<file path="src/rtl/jt5205_interp_arb_if.sv">
// Channel-side bundle for the jt5205 interpolation arbiter: strobes and samples in,
// interpolated lanes, valid pulses, status and mix out.
interface jt5205_interp_arb_if #(
    parameter int unsigned NCH = 4,
    parameter int unsigned W   = 12
);
    logic [NCH-1:0]   cen_mid;
    logic [W*NCH-1:0] din;
    logic [W*NCH-1:0] dout;
    logic [NCH-1:0]   dout_valid;
    logic             busy;
    logic [NCH-1:0]   overrun;
    logic [W-1:0]     mix;

    modport master (
        output cen_mid, din,
        input  dout, dout_valid, busy, overrun, mix
    );

    modport slave (
        input  cen_mid, din,
        output dout, dout_valid, busy, overrun, mix
    );
endinterface

</file>
<file path="src/rtl/jt5205_interp_arb.sv">
// Round-robin 2x interpolation scheduler sharing one half-sum datapath across NCH channels.
// Optional saturated lane mixer enabled by defining JT5205_ARB_MIX_EN.
module jt5205_interp_arb #(
    parameter int unsigned NCH = 4,
    parameter int unsigned W   = 12
) (
    input logic                clk,
    input logic                rst,
    jt5205_interp_arb_if.slave bus
);
    localparam int unsigned PW = (NCH > 1) ? $clog2(NCH) : 1;

    typedef enum logic [0:0] {StIdle, StCalc} state_e;

    state_e              state_q, state_d;
    logic [NCH-1:0]      pending_q, pending_d, clr;
    logic [NCH-1:0]      overrun_q, valid_q;
    logic [PW-1:0]       ptr_q, gnt_q, idx;
    logic                grant, found;
    int unsigned         j;
    logic signed [W-1:0] smp_q [NCH];
    logic signed [W-1:0] last_q [NCH];
    logic signed [W-1:0] op_q, hist_q, half_sum;
    logic [W*NCH-1:0]    dout_q;

    // First pending channel at or after ptr, wrapping around.
    always_comb begin
        idx   = '0;
        found = 1'b0;
        j     = 0;
        for (int k = 0; k < NCH; k++) begin
            j = 32'(ptr_q) + 32'(k);
            if (j >= NCH) j = j - NCH;
            if (!found && pending_q[j[PW-1:0]]) begin
                found = 1'b1;
                idx   = j[PW-1:0];
            end
        end
    end

    always_comb begin
        state_d = state_q;
        grant   = 1'b0;
        unique case (state_q)
            StIdle: begin
                if (|pending_q) begin
                    grant   = 1'b1;
                    state_d = StCalc;
                end
            end
            StCalc:  state_d = StIdle;
            default: state_d = StIdle;
        endcase
        clr = '0;
        if (grant) clr[idx] = 1'b1;
        // A new strobe wins over the grant clearing the same channel.
        pending_d = (pending_q & ~clr) | bus.cen_mid;
    end

    assign half_sum = (hist_q >>> 1) + (op_q >>> 1);

    always_ff @(posedge clk or posedge rst) begin
        if (rst) state_q <= StIdle;
        else     state_q <= state_d;
    end

    always_ff @(posedge clk or posedge rst) begin
        if (rst) begin
            pending_q <= '0;
            overrun_q <= '0;
            valid_q   <= '0;
            dout_q    <= '0;
            ptr_q     <= '0;
            gnt_q     <= '0;
            op_q      <= '0;
            hist_q    <= '0;
            for (int i = 0; i < NCH; i++) begin
                smp_q[i]  <= '0;
                last_q[i] <= '0;
            end
        end else begin
            pending_q <= pending_d;
            overrun_q <= overrun_q | (bus.cen_mid & pending_q & ~clr);
            valid_q   <= '0;
            for (int i = 0; i < NCH; i++) begin
                if (bus.cen_mid[i]) smp_q[i] <= bus.din[i*W +: W];
            end
            if (grant) begin
                gnt_q  <= idx;
                op_q   <= smp_q[idx];
                hist_q <= last_q[idx];
            end
            if (state_q == StCalc) begin
                dout_q[gnt_q*W +: W] <= half_sum;
                last_q[gnt_q]        <= op_q;
                valid_q[gnt_q]       <= 1'b1;
                ptr_q                <= (gnt_q == PW'(NCH - 1)) ? '0 : gnt_q + 1'b1;
            end
        end
    end

    assign bus.dout       = dout_q;
    assign bus.dout_valid = valid_q;
    assign bus.busy       = (state_q == StCalc);
    assign bus.overrun    = overrun_q;

`ifdef JT5205_ARB_MIX_EN
    localparam int unsigned SW = W + PW;

    logic signed [SW-1:0] sum_all;
    logic [W-1:0]         mix_d, mix_q;

    always_comb begin
        sum_all = '0;
        for (int i = 0; i < NCH; i++) begin
            sum_all = sum_all + SW'($signed(dout_q[i*W +: W]));
        end
        // In range when all bits above the W-bit sign agree with it.
        if (sum_all[SW-1:W-1] == '0 || sum_all[SW-1:W-1] == '1) begin
            mix_d = sum_all[W-1:0];
        end else if (sum_all[SW-1]) begin
            mix_d = {1'b1, {(W-1){1'b0}}};
        end else begin
            mix_d = {1'b0, {(W-1){1'b1}}};
        end
    end

    always_ff @(posedge clk or posedge rst) begin
        if (rst) mix_q <= '0;
        else     mix_q <= mix_d;
    end

    assign bus.mix = mix_q;
`else
    assign bus.mix = '0;
`endif
endmodule

</file>
<file path="src/flat_wrapper.sv">
// flat-port wrapper written by rule: the top's interface ports become plain ports
module jt5205_interp_arb_flat 
#(
    parameter int unsigned NCH = 4,
    parameter int unsigned W   = 12
)
  (clk, rst, bus_cen_mid, bus_din, bus_dout, bus_dout_valid, bus_busy, bus_overrun, bus_mix);
  jt5205_interp_arb_if #(.NCH(NCH), .W(W)) bus_i ();
  input logic clk;
  input logic rst;
  input wire logic [$bits(bus_i.cen_mid)-1:0] bus_cen_mid;
  input wire logic [$bits(bus_i.din)-1:0] bus_din;
  output wire logic [$bits(bus_i.dout)-1:0] bus_dout;
  output wire logic [$bits(bus_i.dout_valid)-1:0] bus_dout_valid;
  output wire logic [$bits(bus_i.busy)-1:0] bus_busy;
  output wire logic [$bits(bus_i.overrun)-1:0] bus_overrun;
  output wire logic [$bits(bus_i.mix)-1:0] bus_mix;
  assign bus_i.cen_mid = bus_cen_mid;
  assign bus_i.din = bus_din;
  assign bus_dout = bus_i.dout;
  assign bus_dout_valid = bus_i.dout_valid;
  assign bus_busy = bus_i.busy;
  assign bus_overrun = bus_i.overrun;
  assign bus_mix = bus_i.mix;
  jt5205_interp_arb #(.NCH(NCH), .W(W)) u_core (.clk(clk), .rst(rst), .bus(bus_i));
endmodule
</file>
<file path="config.mk">
export PLATFORM = sky130hd
export DESIGN_NAME = jt5205_interp_arb_flat
export DESIGN_NICKNAME = d
export VERILOG_FILES = /design/src/rtl/jt5205_interp_arb_if.sv /design/src/rtl/jt5205_interp_arb.sv /design/src/flat_wrapper.sv
export SDC_FILE = /design/constraint.sdc
export NUM_CORES = 1
export LEC_CHECK = 0
export ABC_CLOCK_PERIOD_IN_PS = 5500
export BUFFER_PORTS_ARGS = -buffer_cell sky130_fd_sc_hd__buf_2
export CORE_ASPECT_RATIO = 1.25
export CORE_UTILIZATION = 57
export DETAILED_ROUTE_END_ITERATION = 7
export HOLD_SLACK_MARGIN = 0.1
export PLACE_DENSITY_LB_ADDON = 0.12
export SLEW_MARGIN = 25
export SYNTH_ARGS = -nofsm -noshare
export SYNTH_HDL_FRONTEND = slang
export SYNTH_SLANG_ARGS = --single-unit
</file>
<file path="constraint.sdc">
create_clock -name clk -period 5.5 [get_ports clk]
set_input_delay 0.275 -clock clk [delete_from_list [all_inputs] [get_ports clk]]
set_output_delay 0.275 -clock clk [all_outputs]
set_load 0.05 [all_outputs]
</file>
==> metrics, run 1 <==
Clk network pwr share 0.203; Int Pwr between 3000 and 4000 uW; Slew headroom 0.375; Die Y between 100 and 150 um; R2R Setup Slk 2.68 ns; Sw Pwr roughly 2800 uW; Cell Chain, Critical Path ha_1 > fa_1 > a211oi_1 > o21ai_0 > a31oi_1 > xor2_1 > o22a_1 > o21ai_0; root buffer cell clkbuf_16; CP Launch Type flop; Rows 48; antenna viol nets, final 0; synth unique cells 54; First-pass DRT Iterations 4; PwrDens approximately 670 nW/um^2; CTS resizes 0; max cap viols 0; hpwl dp between 10000 and 15000 um; Skew-Pair Late Insertion Delay ~0.43 ns; total clock sinks about 180; total number of vias 5526; Yosys reg bits 175; Total Routed Length between 15000 and 20000 um; diode count 0; CTS H-tree depth 4; Final Hold Vio Count 0; Yosys warnings 0; gr usage total 0.258; Worst Path Arrival around 3.1 ns; vias in the first global route 5683; clock slew at reported path FFs around 0.070 ns; die width around 110 um; Slew Limit Fails 0; sw frac 0.434; Static Leak about 0.0046 uW; average cell area after synthesis approximately 13 um^2; placer's final routability congestion estimate 0.894; CP Capture Type flop; largest net degree at the start of global routing ~110; Final min period between 2 and 3 ns; total grt overflow 0; sequential share of power 0.311; Bufs and invs on worst path 0; Final Cycle Share 0.512; most used cell, CP o21ai_0; Core Area between 10000 and 15000 um^2; unrepaired setup endpoints after global routing false; synthesized area between 8000 and 9000 um^2; Clock Skew about 0.012 ns; number of synthesized flops with an enable pin 0; Setup TNS 0 ns; Max FO, Critical Path 6; ratio of cells with drive above 1 in the final layout 0.330; worst min path class in -> reg; slew of the pin with the lowest slew margin 0.937 ns; CP required 5.79 ns; slowest CP cell xor2_1; Via-to-Cell Ratio 5.65; Max Clk Rate between 0.3 and 0.4 GHz; routed length per instance approximately 18 um; DRT iter0 DRCs 273; area grow syn2layout 21.3%; initial antenna violation count 0; CTS Buf Count 17; PortBufs about 110; predominant post-synthesis flop cell dfrtp_1; Seq/Total Area, Yosys 0.542; Setup CP Type reg -> reg; status finished, final reports clean; Synth Instances roughly 640; combinational power share 0.486; starting density of the core 0.585; CP peak stage delay approximately 0.49 ns; die area between 10000 and 15000 um^2; IR drop worst, VDD approximately 0.37 mV; drc violations 0; final setup fails 0; CTS tree built; Top Family by Delay on Critical Path compound AO/OA/AOI/OAI gates; # nets final ~860; Post-synth ARST share 1.00; Longest Clk Path Bufs 2; I/O pin count roughly 120; Power, Total between 6000 and 7000 uW; first-pass GRT wire length 28600 um
through the flow:
stage | cells | cell area [um^2] | utilization | setup WS (ns) | hold slack [ns]
6_report | 978 | 9800 | 0.710 | 2.68 | 0.261
5_1_grt | 978 | 9800 | 0.710 | 2.48 | 0.283
4_1_cts | 978 | 9800 | 0.710 | 2.66 | 0.247
3_5_place_dp | 901 | 8700 | 0.630 | 2.67 | 0.461
3_3_place_gp | 901 | 8700 | 0.630 | 2.67 | 0.458
2_1_floorplan | 655 | 8120 | - | 0.480 | 0.427
path summary, 6_finish.rpt:
check	end	cells after the start	start
min in group asynchronous	u_core.bus.dout[14]	3	rst
max in group asynchronous	u_core.hist_q[2]	4	rst
worst min register to register	u_core.bus.overrun[0]	1	u_core.bus.overrun[0]
worst min-delay path	u_core.pending_q[0]	3	bus_cen_mid[0]
worst max register to register	u_core.bus.dout[32]	8	u_core.op_q[1]
worst max-delay path	u_core.bus.dout[32]	8	u_core.op_q[1]
power groups by stage:
| stage | Clock [uW] | Combinational [uW] | Sequential, uW |
|---|---|---|---|
| detailed placement | 0 | 3140 | 2050 |
| global route | 1400 | 3430 | 2090 |
| global placement | 0 | 3070 | 2020 |
| CTS | 1340 | 3170 | 2030 |
| finish | 1330 | 3180 | 2030 |
| floorplan | 0 | 2000 | 2380 |
cell usage after synthesis (3+ instances only):
cell type  count  share of area
nand2_1       57          0.026
o31ai_1        6         0.0056
mux2i_1       68          0.084
buf_1          6         0.0028
inv_1         12         0.0056
a21o_1         5         0.0046
clkbuf_1      11         0.0051
buf_2          5         0.0031
nor3_1         6         0.0037
a21oi_1       13         0.0081
nand2b_1       7         0.0054
a22oi_1        3         0.0028
buf_4         15          0.014
o211ai_1       6         0.0056
mux2_2       111           0.15
a22o_1         9         0.0098
o21ai_0       31          0.019
nor2_1        17         0.0079
buf_6          3         0.0042
dfrtp_1      175           0.54
xnor2_1        7         0.0076
nor4_1         4         0.0031
ha_1          17          0.026
o21bai_1       3         0.0028
nand3_1        9         0.0056
cells in the final DEF (no fill, tap or decap), drive strengths merged, types with 12 or more instances in the layout:
cell,n
dfrtp,175
a21oi,14
dlygate4sd3,45
o21ai,34
mux2i,68
clkbuf,19
inv,17
conb,12
mux2,111
nand2,57
ha,17
nor2,17
buf,111
worst register-to-register path, delay by kind of cell, from the launching register on:
kind,cells,cell delay [ns]
compound gates,5,1.10
fa+ha+maj,2,0.66
xor+xnor,1,0.49
flops,1,0.44
cell type report:
cell class	count	area (um^2)
Clock buffer	19	453
Clock inverter	13	200
Fill cell	1004	4010
Inverter	13	53.8
Multi-Input combinational cell	427	3480
Sequential cell	175	4380
Tap cell	175	219
Timing Repair Buffer	156	1020
flip-flops by register name, indices dropped and copies added, names as in the netlist:
signal	cells
u_core.gnt_q	2
u_core.pending_q	4
u_core.ptr_q	2
u_core.bus.dout	48
u_core.bus.overrun	4
u_core.hist_q	11
u_core.bus.dout_valid	4
u_core.op_q	11
u_core.bus.busy	1
u_core.last_q	44
u_core.smp_q	44
layer usage:
layer,global-route usage,share of wire
met1,0.322,0.41
met5,0,0
met4,0.0908,0.014
met3,0.0598,0.050
met2,0.437,0.52
logic make-up after synthesis:
group                      after synthesis  synth area share
buffers and inverters                   53            0.0352
adders and majority gates               18            0.0288
muxes                                  179             0.239
xor gates and xnor gates                 9           0.00976
and+or+nand+nor                        108            0.0587
other                                    1          0.000464
AOI/OAI and AO/OA                      101            0.0861
DFF                                    175             0.542
timing repair:
item	CTS	global route
hold buffers	45	0
endpoints found under the hold margin	82	0
buffers inserted	0	0
(Power assumes the default switching activity.)
==> run 2, diff against run 1 <==
--- a/config.mk
+++ b/config.mk
@@ -5,7 +5,7 @@
 export SDC_FILE = /design/constraint.sdc
 export NUM_CORES = 1
 export LEC_CHECK = 0
-export ABC_CLOCK_PERIOD_IN_PS = 5500
+export ABC_CLOCK_PERIOD_IN_PS = 2700
 export BUFFER_PORTS_ARGS = -buffer_cell sky130_fd_sc_hd__buf_2
 export CORE_ASPECT_RATIO = 1.25
 export CORE_UTILIZATION = 57
==> constraint.sdc (replaced) <==
create_clock -name clk -period 2.7 [get_ports clk]
set_input_delay 0.135 -clock clk [delete_from_list [all_inputs] [get_ports clk]]
set_output_delay 0.135 -clock clk [all_outputs]
set_load 0.05 [all_outputs]
==> run 2 against run 1 <==
Sequential power rose by 100%. Die area unchanged. Clock skew down 0.0032 ns. Non-clock buffer count grew 18. Via count rose by 4.3%. Clock power rose by 110%. Register-to-register slack lost 2.6 ns. Maximum frequency is 8.7% higher. Wire length up 6.2%. Critical path type unchanged.
==> metrics, run 2 (synthesized netlist as in run 1, its figures left out) <==
combinational power share 0.506 (+0.020); worst min path class in -> reg; Core Area 13800 um^2 (unchanged); Sw Pwr 5870 uW (+110%); final setup fails 0 (unchanged); starting density of the core 0.585 (unchanged); Static Leak 0.00468 uW (+2.7%); ratio of cells with drive above 1 in the final layout 0.347 (+0.0171); Die Y 135 um (unchanged); Largest register FFs 48 (unchanged); antenna viol nets, final 0 (unchanged); Longest Clk Path Bufs 2 (unchanged); Int Pwr 8100 uW (+120%); Final min period 2.59 ns (-0.226 ns); IR drop worst, VDD 0.980 mV (+160%); unrepaired setup endpoints after global routing false; largest net degree at the start of global routing 55 (-48%); CTS H-tree depth 4 (unchanged); first-pass GRT wire length 30200 um (+5.5%); placer's final routability congestion estimate 0.883 (-1.2%); I/O pin count 123 (unchanged); sw frac 0.420 (-0.0139); routed length per instance 18.5 um (+4.2%); area grow syn2layout 24.0%; Worst Path Arrival 2.88 ns (-0.23 ns); sequential share of power 0.298 (-0.013); Rows 48 (unchanged); vias in the first global route 6078 (+7.0%); total number of vias 5761 (+4.3%); CP Launch Type flop; Slew headroom 0.433 (+0.0584); most frequent cells in the layout dfrtp_1, mux2_2, buf_2; Skew-Pair Late Insertion Delay 0.43 ns (about the same); CP Capture Type flop; CP required 2.99 ns (-2.80 ns); Slew Limit Fails 0 (unchanged); status finished, final reports clean; gr usage total 0.271 (+0.0131); CTS tree built; total grt overflow 0 (unchanged); Via-to-Cell Ratio 5.78 (+2.4%); Setup CP Type reg -> reg; root buffer cell clkbuf_16; diode count 0 (unchanged); Clk network pwr share 0.196 (-0.007); drc violations 0 (unchanged); Total Routed Length 18400 um (+6.2%); PortBufs 106 (unchanged); Power, Total 14000 uW (+110%); CTS Buf Count 17 (unchanged); total clock sinks 175 (unchanged); Clock Skew 0.00832 ns (-0.00323 ns); DP Area 8880 um^2 (+2.1%); hpwl dp 12400 um (+10%); slew of the pin with the lowest slew margin 0.848 ns (-0.0893 ns); Hold Path Depth 3 (unchanged); commonest non-fill, non-tap cell in the layout dfrtp_1; Final Hold Vio Count 0 (unchanged); R2R cell count 8 (unchanged); max cap viols 0 (unchanged); First-pass DRT Iterations 5 (+1); Max Clk Rate 0.386 GHz (+8.7%); hold_ws 0.130 ns (-0.130 ns); die width 108 um (unchanged); PwrDens 1390 nW/um^2 (+110%); clock slew at reported path FFs 0.06 ns (about the same); Final Cycle Share 0.960 (+0.447); Setup TNS 0 ns (unchanged); # nets final 880 (+2.1%); die area 14700 um^2 (unchanged); initial antenna violation count 0 (unchanged); DRT iter0 DRCs 253 (-7.3%); Max FO, Critical Path 6 (unchanged); design area 10000 um^2 (+2.2%)
==> run 2: cell count changes in the layout (fill, tap and decap cells not counted), sizes merged <==
cell / previous run / this run
buf: 111 / 129
bufinv: 4 / 5
clkbuf: 19 / 22
clkinv: 2 / 4
inv: 17 / 11
==> run 2: final timing paths <==
path	endpoint	slack [ns]	start
worst max-delay path	u_core.bus.dout[32]	0.11	u_core.op_q[1]
worst min register to register	u_core.bus.dout[31]	0.48	u_core.bus.dout[31]
min in group asynchronous	u_core.bus.dout[31]	0.43	rst
max in group asynchronous	u_core.bus.dout_valid[3]	1.54	rst
worst min-delay path	u_core.bus.overrun[0]	0.13	bus_cen_mid[0]
worst max register to register	u_core.bus.dout[32]	0.11	u_core.op_q[1]
==> run 2: stage by stage <==
step                std cells  utilization  setup slack (ns)
detailed placement        919        0.643            0.0551
global route              996        0.725           0.00840
global placement          919        0.643             0.160
floorplan                 655            -             0.326
CTS                       996        0.724            0.0376
finish                    996        0.725             0.109
==> run 2: area by class of cell <==
cell class,count,area (um^2)
inverter,13,52.6
clock inverter,10,180
multi-input combinational,427,3490
tap,175,219
timing repair buffer,174,1200
fill,955,3790
clock buffer,22,494
sequential,175,4380
==> run 2: power by group through the flow <==
| stage | clock (uW) | combinational, uW | sequential (uW) |
|---|---|---|---|
| after floorplan | 0 | 4080 | 4850 |
| after global placement | 0 | 6750 | 4120 |
| after detailed placement | 0 | 6910 | 4190 |
| after CTS | 2790 | 6990 | 4150 |
| after global routing | 2890 | 7530 | 4270 |
| final | 2750 | 7070 | 4160 |
==> run 2: worst max-delay path, stage by stage, from the launching register on <==
cell and delay [ns]:
dfrtp_1 0.43, ha_1 0.24, fa_1 0.45, a211oi_2 0.34, o21ai_0 0.13, a31oi_1 0.20, xor2_1 0.32, o22a_1 0.24
o21ai_0 0.10
==> run 2: what timing repair did <==
action,in CTS,in global routing
endpoints found under the hold margin,78,0
hold buffers,45,0
setup buffers,0,0
resized for setup,0,2
endpoints found under the setup margin,0,10
==> run 2: per-layer routing <==
metal,up-vias,share of wire,track usage
met1,2909,0.40,0.313
li1,2630,-,-
met4,0,0.023,0.119
met3,32,0.045,0.0565
met5,-,0,0
met2,190,0.54,0.480
==> run 3, diff against run 2 <==
--- a/config.mk
+++ b/config.mk
@@ -7,8 +7,10 @@
 export LEC_CHECK = 0
 export ABC_CLOCK_PERIOD_IN_PS = 2700
 export BUFFER_PORTS_ARGS = -buffer_cell sky130_fd_sc_hd__buf_2
+export CELL_PAD_IN_SITES_DETAIL_PLACEMENT = 1
+export CELL_PAD_IN_SITES_GLOBAL_PLACEMENT = 2
 export CORE_ASPECT_RATIO = 1.25
-export CORE_UTILIZATION = 57
+export CORE_UTILIZATION = 38
 export DETAILED_ROUTE_END_ITERATION = 7
 export HOLD_SLACK_MARGIN = 0.1
 export PLACE_DENSITY_LB_ADDON = 0.12
==> run 3 against run 2 <==
Sequential power barely moved. Worst setup slack improved by 0.087 ns. Clock power fell by 2%. Critical path depth did not move. Non-clock buffer count rose by 3. Sequential share of layout area fell by 0.46 points. Via count fell by 2.7%.
==> metrics, run 3 (synthesized netlist as in run 1, its figures left out) <==
status finished, final reports clean; commonest non-fill, non-tap cell in the layout dfrtp_1; CTS tree built; slew of the pin with the lowest slew margin 0.743 ns (-0.105 ns); die area 21900 um^2 (+49%); CTS Buf Count 17 (unchanged); # fillers 2211 (+130%); unrepaired setup endpoints after global routing false; placer's final routability congestion estimate 0.813 (-7.9%); Clock Skew 0.0134 ns (+0.00513 ns); drc violations 0 (unchanged); area occupied by multi-input gates 3480 um^2 (-0.22%); worst min path class in -> reg; Setup TNS 0 ns (unchanged); Core Area 20800 um^2 (+51%); slowest CP cell dfrtp_1; DRT iter0 DRCs 193 (-24%); Top Family by Delay on Critical Path compound AO/OA/AOI/OAI gates; Skew-Pair Late Insertion Delay 0.43 ns (about the same); Worst Path Arrival 2.81 ns (-0.07 ns); Hold Crit Start bus_cen_mid[0]; die width 132 um (+22%); setup bufs post-CTS 0 (unchanged); Total Routed Length 20600 um (+12%); PortBufs 106 (unchanged); antenna viol nets, final 0 (unchanged); CP required 3.01 ns (+0.02 ns); Via-to-Cell Ratio 5.11 (-12%); most frequent cells in the layout dfrtp_1, mux2_2, buf_2; CTS H-tree depth 4 (unchanged); clock slew at reported path FFs 0.07 ns (about the same); hpwl dp 14600 um (+18%); CP Launch Type flop; Rows 59 (+23%); Slew headroom 0.504 (+0.0706); vias in the first global route 6218 (+2.3%); Final Cycle Share 0.928 (-0.0321); routed length per instance 18.8 um (+1.4%); Max FO, Critical Path 6 (unchanged); most used cell, CP o21ai_0; Final Core Density 0.486 (-0.239); root buffer cell clkbuf_16; area grow syn2layout 25.3%; I/O pin count 123 (unchanged); total clock sinks 175 (unchanged); total number of vias 5608 (-2.7%); Setup CP Type reg -> reg; First-pass DRT Iterations 4 (-1); Final min period 2.50 ns (-0.0866 ns); Cell Chain, Critical Path ha_1 > fa_1 > a211oi_2 > o21ai_0 > a31oi_1 > xor2_1 > o22a_1 > o21ai_0; final setup fails 0 (unchanged); Final Hold Vio Count 0 (unchanged); total grt overflow 0 (unchanged); critical path launch point u_core.op_q[1]; CP Capture Type flop; Power, Total 14100 uW (+1.2%); first-pass GRT wire length 33800 um (+12%); max cap viols 0 (unchanged); gr usage total 0.202 (-0.0690); FF-to-FF Start u_core.op_q[1]; diode count 0 (unchanged); Slew Limit Fails 0 (unchanged); initial antenna violation count 0 (unchanged); FF/Latch Area 4380 um^2 (unchanged); PwrDens 1400 nW/um^2 (+0.14%); Static Leak 0.00468 uW (about the same); starting density of the core 0.388 (-0.197); largest net degree at the start of global routing 70 (+27%); Die Y 165 um (+22%); R2R Setup Slk 0.20 ns (+0.09 ns); Largest register FFs 48 (unchanged); Longest Clk Path Bufs 2 (unchanged); IR drop worst, VDD 0.661 mV (-33%); Bufs and invs on worst path 0 (unchanged); Max Clk Rate 0.399 GHz (+3.5%); # nets final 883 (+0.34%); ratio of cells with drive above 1 in the final layout 0.348 (+0.000371); CP peak stage delay 0.44 ns (about the same)
-- run 3: changes by cell type in the layout (fill, tap and decap cells not counted), sizes merged --
cell	change
inv	+5
clkbuf	-4
buf	+3
clkinvlp	-2
bufinv	-1
clkinv	+1
-- run 3: through the flow --
step           instance area, um^2  std cells  setup slack (ns)  hold WS (ns)
2_1_floorplan                 8120        655             0.326         0.287
3_3_place_gp                  9030       1021             0.167         0.188
3_5_place_dp                  9030       1021             0.100         0.190
4_1_cts                      10100       1097             0.101         0.110
5_1_grt                      10100       1097            0.0669         0.138
6_report                     10100       1097             0.196         0.112
-- run 3: tightest hold or removal path: cells and delay by family --
kind          cells  cell delay (ns)
simple gates      1             0.05
buf+inv           2             0.31
-- run 3: area by class of cell --
cell class              instances  area share
multi-input cells             427       0.344
repair buffers                177       0.121
flip-flops and latches        175       0.433
well taps                     274      0.0339
clock buffers                  18      0.0434
inverters                      13     0.00519
clock inverters                13      0.0200
-- run 3: routing by layer --
| metal | vias to the layer above | global-route usage | part of all wire | wire length, um |
|---|---|---|---|---|
| met4 | 0 | 0.0846 | 0.025 | 518 |
| li1 | 2622 | - | - | - |
| met2 | 129 | 0.372 | 0.53 | 10900 |
| met5 | - | 0 | 0 | 0 |
| met3 | 30 | 0.0301 | 0.028 | 586 |
| met1 | 2827 | 0.235 | 0.42 | 8600 |
-- run 3: what timing repair did --
| item | 4_1_cts | 5_1_grt |
|---|---|---|
| hold endpoints to repair | 61 | 0 |
| resized for setup | 0 | 1 |
| hold buffers | 45 | 0 |
| setup endpoints to repair | 0 | 5 |
-- run 3: report_power, final --
part           total, uW  leakage (uW)  switching (uW)  internal [uW]
registers           4170       0.00212             660           3510
clock network       2690      0.000317            1090           1600
logic               7280       0.00224            4350           2930
-- run 3: final timing paths --
check | depth (start not counted) | end
worst max-delay path | 8 | u_core.bus.dout[32]
worst min-delay path | 3 | u_core.pending_q[0]
worst max register to register | 8 | u_core.bus.dout[32]
worst min register to register | 1 | u_core.bus.overrun[0]
max in group asynchronous | 4 | u_core.smp_q[29]
min in group asynchronous | 3 | u_core.bus.dout[13]
